--- src/rtl/fetch_unit.sv ---
// fetch_unit: Y86-64 fetch stage with F and D pipeline registers.
// Define FETCH_PERF_EN to add the perf_fetched/perf_bubbles counters.
module fetch_unit #(
  parameter int PC_W = 64,
  parameter logic [PC_W-1:0] RESET_PC = '0,
  parameter logic [3:0] RNONE = 4'hF
) (
  input  logic            clk,
  input  logic            rst,
  input  logic            F_stall,
  input  logic            D_stall,
  input  logic            D_bubble,
  input  logic [3:0]      M_icode,
  input  logic            M_cnd,
  input  logic [PC_W-1:0] M_valA,
  input  logic [3:0]      W_icode,
  input  logic [PC_W-1:0] W_valM,
  output logic [PC_W-1:0] imem_addr,
  input  logic [79:0]     imem_bytes,
  input  logic            imem_error,
  output logic [PC_W-1:0] f_predPC,
  output logic [1:0]      D_stat,
  output logic [3:0]      D_icode,
  output logic [3:0]      D_ifun,
  output logic [3:0]      D_rA,
  output logic [3:0]      D_rB,
  output logic [PC_W-1:0] D_valC,
  output logic [PC_W-1:0] D_valP
`ifdef FETCH_PERF_EN
  ,
  output logic [31:0]     perf_fetched,
  output logic [31:0]     perf_bubbles
`endif
);
  logic [PC_W-1:0] F_predPC, f_pc, valC, valP;
  logic [3:0]      icode, ifun, rA, rB;
  logic [1:0]      stat;
  logic [63:0]     c64;
  logic            need_regids, need_valC, instr_valid, load_d;
  assign f_pc = (M_icode == 4'h7 && !M_cnd) ? M_valA : (W_icode == 4'h9) ? W_valM : F_predPC;
  assign imem_addr = f_pc;
  assign icode = imem_error ? 4'h1 : imem_bytes[7:4];
  assign ifun = imem_error ? 4'h0 : imem_bytes[3:0];
  assign instr_valid = icode <= 4'hB;
  assign need_regids = icode inside {4'h2, 4'h3, 4'h4, 4'h5, 4'h6, 4'hA, 4'hB};
  assign need_valC = icode inside {4'h3, 4'h4, 4'h5, 4'h7, 4'h8};
  assign rA = need_regids ? imem_bytes[15:12] : RNONE;
  assign rB = need_regids ? imem_bytes[11:8] : RNONE;
  assign c64 = need_regids ? imem_bytes[79:16] : imem_bytes[71:8];
  assign valC = need_valC ? PC_W'(c64) : '0;
  assign valP = f_pc + PC_W'(1) + PC_W'(need_regids) + (need_valC ? PC_W'(8) : '0);
  assign f_predPC = (icode == 4'h7 || icode == 4'h8) ? valC : valP;
  assign stat = imem_error ? 2'd2 : !instr_valid ? 2'd3 : (icode == 4'h0) ? 2'd1 : 2'd0;
  assign load_d = !rst && !D_stall && !D_bubble;
  always_ff @(posedge clk)
    if (rst) F_predPC <= RESET_PC;
    else if (!F_stall) F_predPC <= f_predPC;
  // Stall outranks bubble; reset always forces a bubble.
  always_ff @(posedge clk)
    if (rst || (D_bubble && !D_stall)) begin
      D_stat  <= 2'd0;
      D_icode <= 4'h1;
      D_ifun  <= 4'h0;
      D_rA    <= RNONE;
      D_rB    <= RNONE;
      D_valC  <= '0;
      D_valP  <= '0;
    end else if (!D_stall) begin
      D_stat  <= stat;
      D_icode <= icode;
      D_ifun  <= ifun;
      D_rA    <= rA;
      D_rB    <= rB;
      D_valC  <= valC;
      D_valP  <= valP;
    end
`ifdef FETCH_PERF_EN
  always_ff @(posedge clk)
    if (rst) begin
      perf_fetched <= '0;
      perf_bubbles <= '0;
    end else begin
      perf_fetched <= perf_fetched + 32'(load_d);
      perf_bubbles <= perf_bubbles + 32'(D_bubble && !D_stall);
    end
`endif
endmodule
--- config.mk ---
export PLATFORM = sky130hd
export DESIGN_NAME = fetch_unit
export DESIGN_NICKNAME = d
export VERILOG_FILES = /design/src/rtl/fetch_unit.sv
export SDC_FILE = /design/constraint.sdc
export NUM_CORES = 1
export LEC_CHECK = 0
export CAP_MARGIN = 10
export CORE_AREA = 2 2 192 194
export DETAILED_ROUTE_END_ITERATION = 10
export DIE_AREA = 0 0 194 196
export PLACE_DENSITY = 0.67
export SLEW_MARGIN = 10
export SYNTH_ARGS = -nofsm -noshare
export SYNTH_HDL_FRONTEND = slang
export SYNTH_SLANG_ARGS = --single-unit
--- constraint.sdc ---
create_clock -name clk -period 12.7 [get_ports clk]
set_input_delay 1.27 -clock clk [delete_from_list [all_inputs] [get_ports clk]]
set_output_delay 1.27 -clock clk [all_outputs]
set_load 0.01 [all_outputs]
**Word level (Yosys, flattened, before mapping)**

Cells that the tools add are included.
W data, S select, Z words.

- Register bits: 210
- Input port bits: 223
- Output and inout bits: 274
- Word-level logic and storage cells: 45

- Add/sub/neg operators: 3
- $lt $le $gt $ge: 1
- Equality and inequality tests: 11
- Multiplexer cells: 13
- Reductions and logical operators: 9

Operators with widths:

| operator | number |
|---|---|
| $mux W64 | 5 |
| $add A64 B1 Y64 | 1 |
| $add A64 B1 Y64 const B | 1 |
| $add A64 B4 Y64 | 1 |
| $eq A4 B3 Y1 const B | 5 |
| $mux W4 | 5 |
| $eq A4 B4 Y1 const B | 4 |
| $eq A4 B2 Y1 const B | 2 |
| $reduce_bool A7 Y1 | 1 |
| $reduce_bool A5 Y1 | 1 |
| $le A4 B4 Y1 const B | 1 |
| $logic_not A4 Y1 | 1 |
| $mux W2 | 2 |
| $logic_and A1 B1 Y1 | 2 |
| $logic_not A1 Y1 | 2 |
| $logic_or A1 B1 Y1 | 2 |
| $mux W1 | 1 |

**Depth between registers and ports, before layout**

Gate-level depths: netlist of run 1.

- Depth in word-level cells: 7
- Gate-level depth with buffers: 22
- Gate-level depth less buffers: 17

**Worst setup path after synthesis of run 1**

OpenSTA, ideal clock, no wires.

- Kind: in2out
- Start: input M_icode[3]
- End: output f_predPC[61]
- Arrival: 5622 ps
- Slack: 5808 ps
- Cell stages on the path: 19
- Path buffers: 5
- Cell sequence: or3b_1 nor2_2 buf_4 buf_2 buf_2 clkbuf_1 clkbuf_1 nand2_1 o21ai_0 inv_1 ha_1 nor4_1 a311o_1 o211ai_4 or4_1 or3_4 nor4b_4 xnor2_1 mux2i_1

- Longest elaborated chain between the ends: 7

Ends and longest elaborated chain:

| element | line | RTL |
|---|---|---|
| start: declaration | 13 | `input logic [3:0] M_icode,` |
| $eq A4 B3 Y1 | 40 | `assign f_pc = (M_icode == 4'h7 && !M_cnd) ? M_valA : (W_icode == 4'h9) ? W_valM : F_predPC;` |
| $logic_and A1 B1 Y1 | 40 |  |
| $mux W64 | 40 |  |
| net imem_addr[0] | 18 | `output logic [PC_W-1:0] imem_addr,` |
| $add A64 B1 Y64 (2 in a row) | 51 | `assign valP = f_pc + PC_W'(1) + PC_W'(need_regids) + (need_valC ? PC_W'(8) : '0);` |
| $add A64 B4 Y64 | 51 |  |
| $mux W64 | 52 | `assign f_predPC = (icode == 4'h7 \|\| icode == 4'h8) ? valC : valP;` |
| end: declaration | 21 | `output logic [PC_W-1:0] f_predPC,` |

The timed path passes the listed nets, and every way through them passes these cells.

**Worst setup path after layout of run 1**

- Start: input imem_bytes[5]
- End: output f_predPC[61]

- Longest elaborated chain between the ends: 6

Ends and longest elaborated chain:

| element | line | RTL |
|---|---|---|
| start: declaration | 19 | `input logic [79:0] imem_bytes,` |
| $mux W4 (*) | 42 | `assign icode = imem_error ? 4'h1 : imem_bytes[7:4];` |
| $eq A4 B2 Y1 (tied with other cells) | 45 | `assign need_regids = icode inside {4'h2, 4'h3, 4'h4, 4'h5, 4'h6, 4'hA, 4'hB};` |
| $reduce_bool A7 Y1 / $reduce_bool A5 Y1 (equally long branches) | 45, 46 |  |
| $add A64 B1 Y64 (tied with other cells) | 51 |  |
| $add A64 B4 Y64 / $mux W64 (equally long branches) | 51, 50 |  |
| $mux W64 (*) | 52 |  |

Every way passes the cells marked *; elsewhere a longest branch is shown, timed or not.

==> metrics, run 1 <==
status=completed; maximum vdd drop=between 80 and 90 uV; WP data required=11.43 ns; Post-CTS Hold Fix Bufs=0; antenna viol nets, final=0; clk slew on worst S/H paths=0.06 ns; synthesized flop and latch total=210; CP Capture Type=primary output; count leader, synth=nor2_1; Total Wirelength=67700 um; Post-DP HPWL=52200 um; Setup Skew=0.0292 ns; DR vias=15125; GR Util met3=7.82%; Setup Crit Path Kind=input pin to primary output; WP data arrival=6.75 ns; IO Count=497; Routed WL per cell=25.6 um; initial antenna violation count=0; die footprint=38000 um^2; sequential power share=37.5%; gr usage total=33.9%; crit share post-route=63.2%; Net Sw Power=between 0.5 and 0.6 mW; Pre-Repair DR Iteration Count=6; Pint=between 1 and 1.5 mW; n_diodes=0; Leakage=6.99 nW; Final Critical Period=8.02 ns; synthesized net count=a little under 2000; Max Fanout on Critical Path=69; number of distinct library cells after synthesis=83; layout cells sized above 1=around 5.2%; RD Place Congestion=0.996; max_cap viols=0; cell taking the most area after synthesis=dfxtp_1; # nets final=approximately 2400; die height=196 um; CTS H-tree lvls=1; vias in the first global route=approximately 14000; GR Util met2=~51%; synthesized area per cell=7.37 um^2; total power draw=~1.9 mW; Reg2Reg Setup Slack=8.56 ns; post-route setup TNS=0 ns; pre-CTS setup slack=4.77 ns; area grow syn2layout=45.8%; kind of start point of the critical path=input pin; busiest grt layer=met2; Slew Limit Fails=0; Clock power frac=roughly 37%; DRC=0; min-delay worst type=flop to flop; core area=36100 um^2; first-pass GRT wire length=97400 um; Max Buffers Root-to-Sink=3; Overflow after GRT=0; f_max=125 MHz; CTS tree=yes; largest net degree at the start of global routing=between 80 and 90; DRT iter0 DRCs=about 1600; Syn Std Cell Area=13000 um^2; # rows=70; Post-Synthesis Cells=roughly 1800; Post-synth EDFFs=0; Multi-input gate area=8150 um^2; Synth async-reset ratio=0%; Net Sw Frac=30.7%; RSZ-0062 raised after global routing=false; post-cts sizing count=0; count of input and output buffers=496; fill count=3561; GR Layer Usage met1=48.0%; Synth top cells by count=292 x nor2_1, 237 x nand2_1, 210 x dfxtp_1; FF+latch area=4200 um^2; final setup vio count=0; effective utilization at floorplan=a little over a third; Fin. Hold Viols=0; CTS root buf=clkbuf_16; Setup WS post-layout=4.68 ns; Combinational Power Share=25.6%; synth top area cells=dfxtp_1 32%, mux2i_1 11%, nor2_1 8.4%; PwrDens=98.9 nW/um^2; CTS buffer count=25; clk_lat worst skew=0.54 ns; Slew HR=a little under a third; Die Wd=just under 200 um; Most used DFF post-synth=dfxtp_1; sequential share of the synthesized area=about a third; number of clock sinks=210; post-CTS setup buffers=0; Syn. warnings=0; share of the synthesized area in the top cell type=about a third; DR vias/cell=around 5.7; worst slew pin tran=1.04 ns
cell usage in the layout, fill, tap and decap left out, types with 6 or more instances in the layout:
master             n
a211oi_1          10
a21o_1            24
a21oi_1          152
a22oi_1            7
a31oi_1           11
and3_1            10
buf_4             23
clkbuf_16         25
clkbuf_8           7
clkdlybuf4s50_1  493
dfxtp_1          210
inv_1             19
mux2_2             8
mux2i_1          148
nand2_1          237
nand3_1           43
nand4_1           22
nor2_1           291
nor3_1            81
nor4_1            18
nor4_2             7
o21a_1            23
o21ai_0          102
o21ai_1           14
o2bb2ai_1         11
o31ai_1            6
o32ai_1            7
xnor2_1           32
xor2_1            29
stage by stage:
step | instance area [um^2] | util (%) | cells | hold slack, ns
2_1_floorplan | 13000 | - | 1761 | 0.436
3_3_place_gp | 18200 | 50.3 | 2606 | 0.444
3_5_place_dp | 18200 | 50.3 | 2606 | 0.456
4_1_cts | 18900 | 52.4 | 2647 | 0.465
5_1_grt | 18900 | 52.4 | 2647 | 0.479
6_report | 18900 | 52.4 | 2647 | 0.462
cell families (layout without fill, tap and decap cells):
| kind of cell | after synthesis | after routing | synth area share, % |
|---|---|---|---|
| AO/OA/AOI/OAI | 404 | 404 | 19.0 |
| XOR/XNOR | 61 | 61 | 4.12 |
| adder cells (fa/ha/maj) | 3 | 3 | 0.289 |
| buffers and inverters | 165 | 583 | 5.23 |
| flip-flops | 210 | 210 | 32.4 |
| multiplexers | 157 | 157 | 12.2 |
| AND/OR/NAND/NOR | 761 | 761 | 26.7 |
routing by layer:
metal / share of wire, % / wire (um) / vias to the layer above
li1: - / - / 6983
met1: 44 / 29700 / 7141
met2: 43 / 28900 / 892
met3: 10 / 6900 / 109
met4: 3.2 / 2170 / 0
met5: 0 / 0 / -
worst max-delay path: stages:
cell and delay, ns:
clkdlybuf4s50_1 0.52, a21oi_1 0.20, mux2i_1 0.10, nor2_2 0.09, buf_4 0.30, inv_2 0.04
buf_4 0.40, ha_1 0.39, nor4_1 0.37, a311o_1 0.28, o211ai_4 0.16, or4_1 0.82
or3_4 0.50, nor4b_4 0.23, xnor2_1 0.33, mux2i_1 0.17, clkdlybuf4s50_1 0.51
power groups by stage:
stage                     combinational (mW)  clock (mW)  sequential, mW
after global routing                   0.504       0.726           0.704
after global placement                 0.471           0           0.715
after CTS                              0.473       0.699           0.701
final                                  0.479       0.689           0.702
after floorplan                        0.200           0           0.714
after detailed placement               0.471           0           0.716
final timing paths:
path / from / endpoint / cells after the start
max: imem_bytes[5] / f_predPC[61] / 17
min: D_valP[39] / D_valP[39] / 2
max reg2reg: F_predPC[0] / F_predPC[43] / 12
min reg2reg: D_valP[39] / D_valP[39] / 2
sequential cells by signal (all words and copies together) (netlist names):
| signal | flops |
|---|---|
| F_predPC | 64 |
| D_stat | 2 |
| D_ifun | 4 |
| D_rA | 4 |
| D_valC | 64 |
| D_valP | 64 |
| D_rB | 4 |
| D_icode | 4 |
area by class of cell:
cell class	count	area share [%]
well taps	468	3.09
flip-flops and latches	210	22.2
inverters	23	0.456
multi-input cells	1386	43.1
clock buffers	36	3.89
repair buffers	519	27.1
clock inverters	5	0.165
Note: power is estimated with default switching activity, not from simulation.
==> run 2: changes to the inputs <==
--- a/config.mk
+++ b/config.mk
@@ -9,7 +9,7 @@
 export CORE_AREA = 2 2 192 194
 export DETAILED_ROUTE_END_ITERATION = 10
 export DIE_AREA = 0 0 194 196
-export PLACE_DENSITY = 0.67
+export PLACE_DENSITY = 0.7
 export SLEW_MARGIN = 10
 export SYNTH_ARGS = -nofsm -noshare
 export SYNTH_HDL_FRONTEND = slang
==> constraint.sdc (replaced) <==
create_clock -name clk -period 6.5 [get_ports clk]
set_input_delay 0.65 -clock clk [delete_from_list [all_inputs] [get_ports clk]]
set_output_delay 0.65 -clock clk [all_outputs]
set_load 0.01 [all_outputs]
==> metrics, run 2 (synthesis results as in run 1) <==
commonest non-fill, non-tap cell in the layout=clkdlybuf4s50_1; WP data required=approximately 5.9 ns; layout cells sized above 1=approximately 6.6%; Pre-Repair DR Iteration Count=7; DRT iter0 DRCs=1559; Max Buffers Root-to-Sink=3; # rows=70; DR vias=15376; Setup Crit Path Kind=input pin to primary output; Slew HR=about a quarter; max_cap viols=0; final setup vio count=0; kind of start point of the critical path=input pin; Reg-to-Reg Start=F_predPC[0]; post-cts sizing count=0; Max Fanout on Critical Path=6; die height=196 um; Fin. Hold Viols=0; Reg2Reg Setup Slack=2.67 ns; PwrDens=200 nW/um^2; IO Count=about 500; Post-CTS Hold Fix Bufs=0; number of clock sinks=210; count of input and output buffers=between 400 and 500; status=completed; clk slew on worst S/H paths=0.06 ns; worst slew pin tran=about 1.1 ns; path depth of the worst reg2reg path=12; Die Wd=194 um; maximum vdd drop=roughly 170 uV; # nets final=roughly 2400; pre-CTS setup slack=0.489 ns; placed cells=2634; Setup crit start=M_icode[3]; clk_lat worst skew=0.55 ns; most frequent CP cell=clkdlybuf4s50_1; worst-path cell chain=clkdlybuf4s50_1 > or3b_1 > nor2_4 > nand2_1 > o21ai_0 > inv_1 > ha_1 > nor4_1 > a311o_1 > o211ai_4 > or4_1 > or3_4 > nor4b_4 > xnor2_1 > mux2i_1 > clkdlybuf4s50_1; vias in the first global route=14581; largest net degree at the start of global routing=98; WP data arrival=5.43 ns; crit path to=f_predPC[61]; post-route setup TNS=0 ns; gr usage total=35.0%; commonest non-fill, non-tap cells in the layout=493 x clkdlybuf4s50_1, 291 x nor2_1, 237 x nand2_1; hold slack=0.462 ns; CTS H-tree lvls=1; antenna viol nets, final=0; post-CTS setup buffers=0; initial antenna violation count=3; Crit-path slowest cell=or4_1; CP peak stage delay=0.68 ns; CTS root buf=clkbuf_16; Finished Layout Cells=around 2700; crit share post-route=93.5%; DR vias/cell=5.73; Overflow after GRT=0; Total Wirelength=69200 um; DRC=0; Setup WS post-layout=0.423 ns; min-delay worst type=flop to flop; Routed WL per cell=between 20 and 30 um; total power draw=a little under 4 mW; CTS tree=yes; RD Place Congestion=0.985; core area=36100 um^2; RSZ-0062 raised after global routing=false; biggest regs=D_valC: 64 flops, D_valP: 64 flops, F_predPC: 64 flops; Post-DP HPWL=53700 um; Leakage=7.19 nW; f_max=165 MHz; Slew Limit Fails=0; CP Capture Type=primary output; area grow syn2layout=48.7%; worst r2r dst=D_valP[61]; Final Critical Period=approximately 6 ns; first-pass GRT wire length=100000 um; effective utilization at floorplan=between 30% and 40%; CTS buffer count=26; Setup Skew=0.0131 ns; die footprint=38000 um^2
==> run 2: how the worst min path moves through the flow <==
stage                  from  slack [ns]      endpoint  depth (start not counted)
3_5_place_dp   F_predPC[63]        0.45  F_predPC[63]                          2
2_1_floorplan  F_predPC[63]        0.44  F_predPC[63]                          2
3_3_place_gp     D_valC[45]        0.45    D_valC[45]                          2
6_report       F_predPC[63]        0.46  F_predPC[63]                          2
4_1_cts                 rst        0.46  F_predPC[35]                          2
5_1_grt          D_valC[45]        0.48    D_valC[45]                          2
==> run 2: layout make-up <==
class	instances	area, um^2
fillers	3574	16800
clock inverters	12	153
multi-input cells	1386	8150
diodes	3	7.51
flip-flops and latches	210	4200
well taps	468	586
clock buffers	34	742
repair buffers	547	5360
inverters	23	87.6
==> run 2: worst max-delay path, delay by kind of cell <==
kind,cells,cell delay [ns]
compound gates,3,0.55
mux,1,0.15
buf+inv,3,1.06
simple gates,7,2.46
fa+ha+maj,1,0.24
xor+xnor,1,0.30
==> run 2: where the power goes <==
part / switching [mW] / total (mW) / internal [mW]
registers: 0.0412 / 1.38 / 1.33
clock network: 0.607 / 1.53 / 0.922
logic: 0.519 / 0.950 / 0.430
total: 1.17 / 3.85 / 2.69
==> run 2: routing by layer <==
layer	global-route usage [%]	part of all wire, %
met1	48.3	43
met2	53.5	43
met3	8.05	10
met4	12.0	3.4
met5	0	0
==> run 2: stage by stage <==
stage	area (um^2)	util, %
finish	19300	53.5
global route	19300	53.5
CTS	19300	53.5
detailed placement	18400	51.0
global placement	18400	51.0
floorplan	13000	-
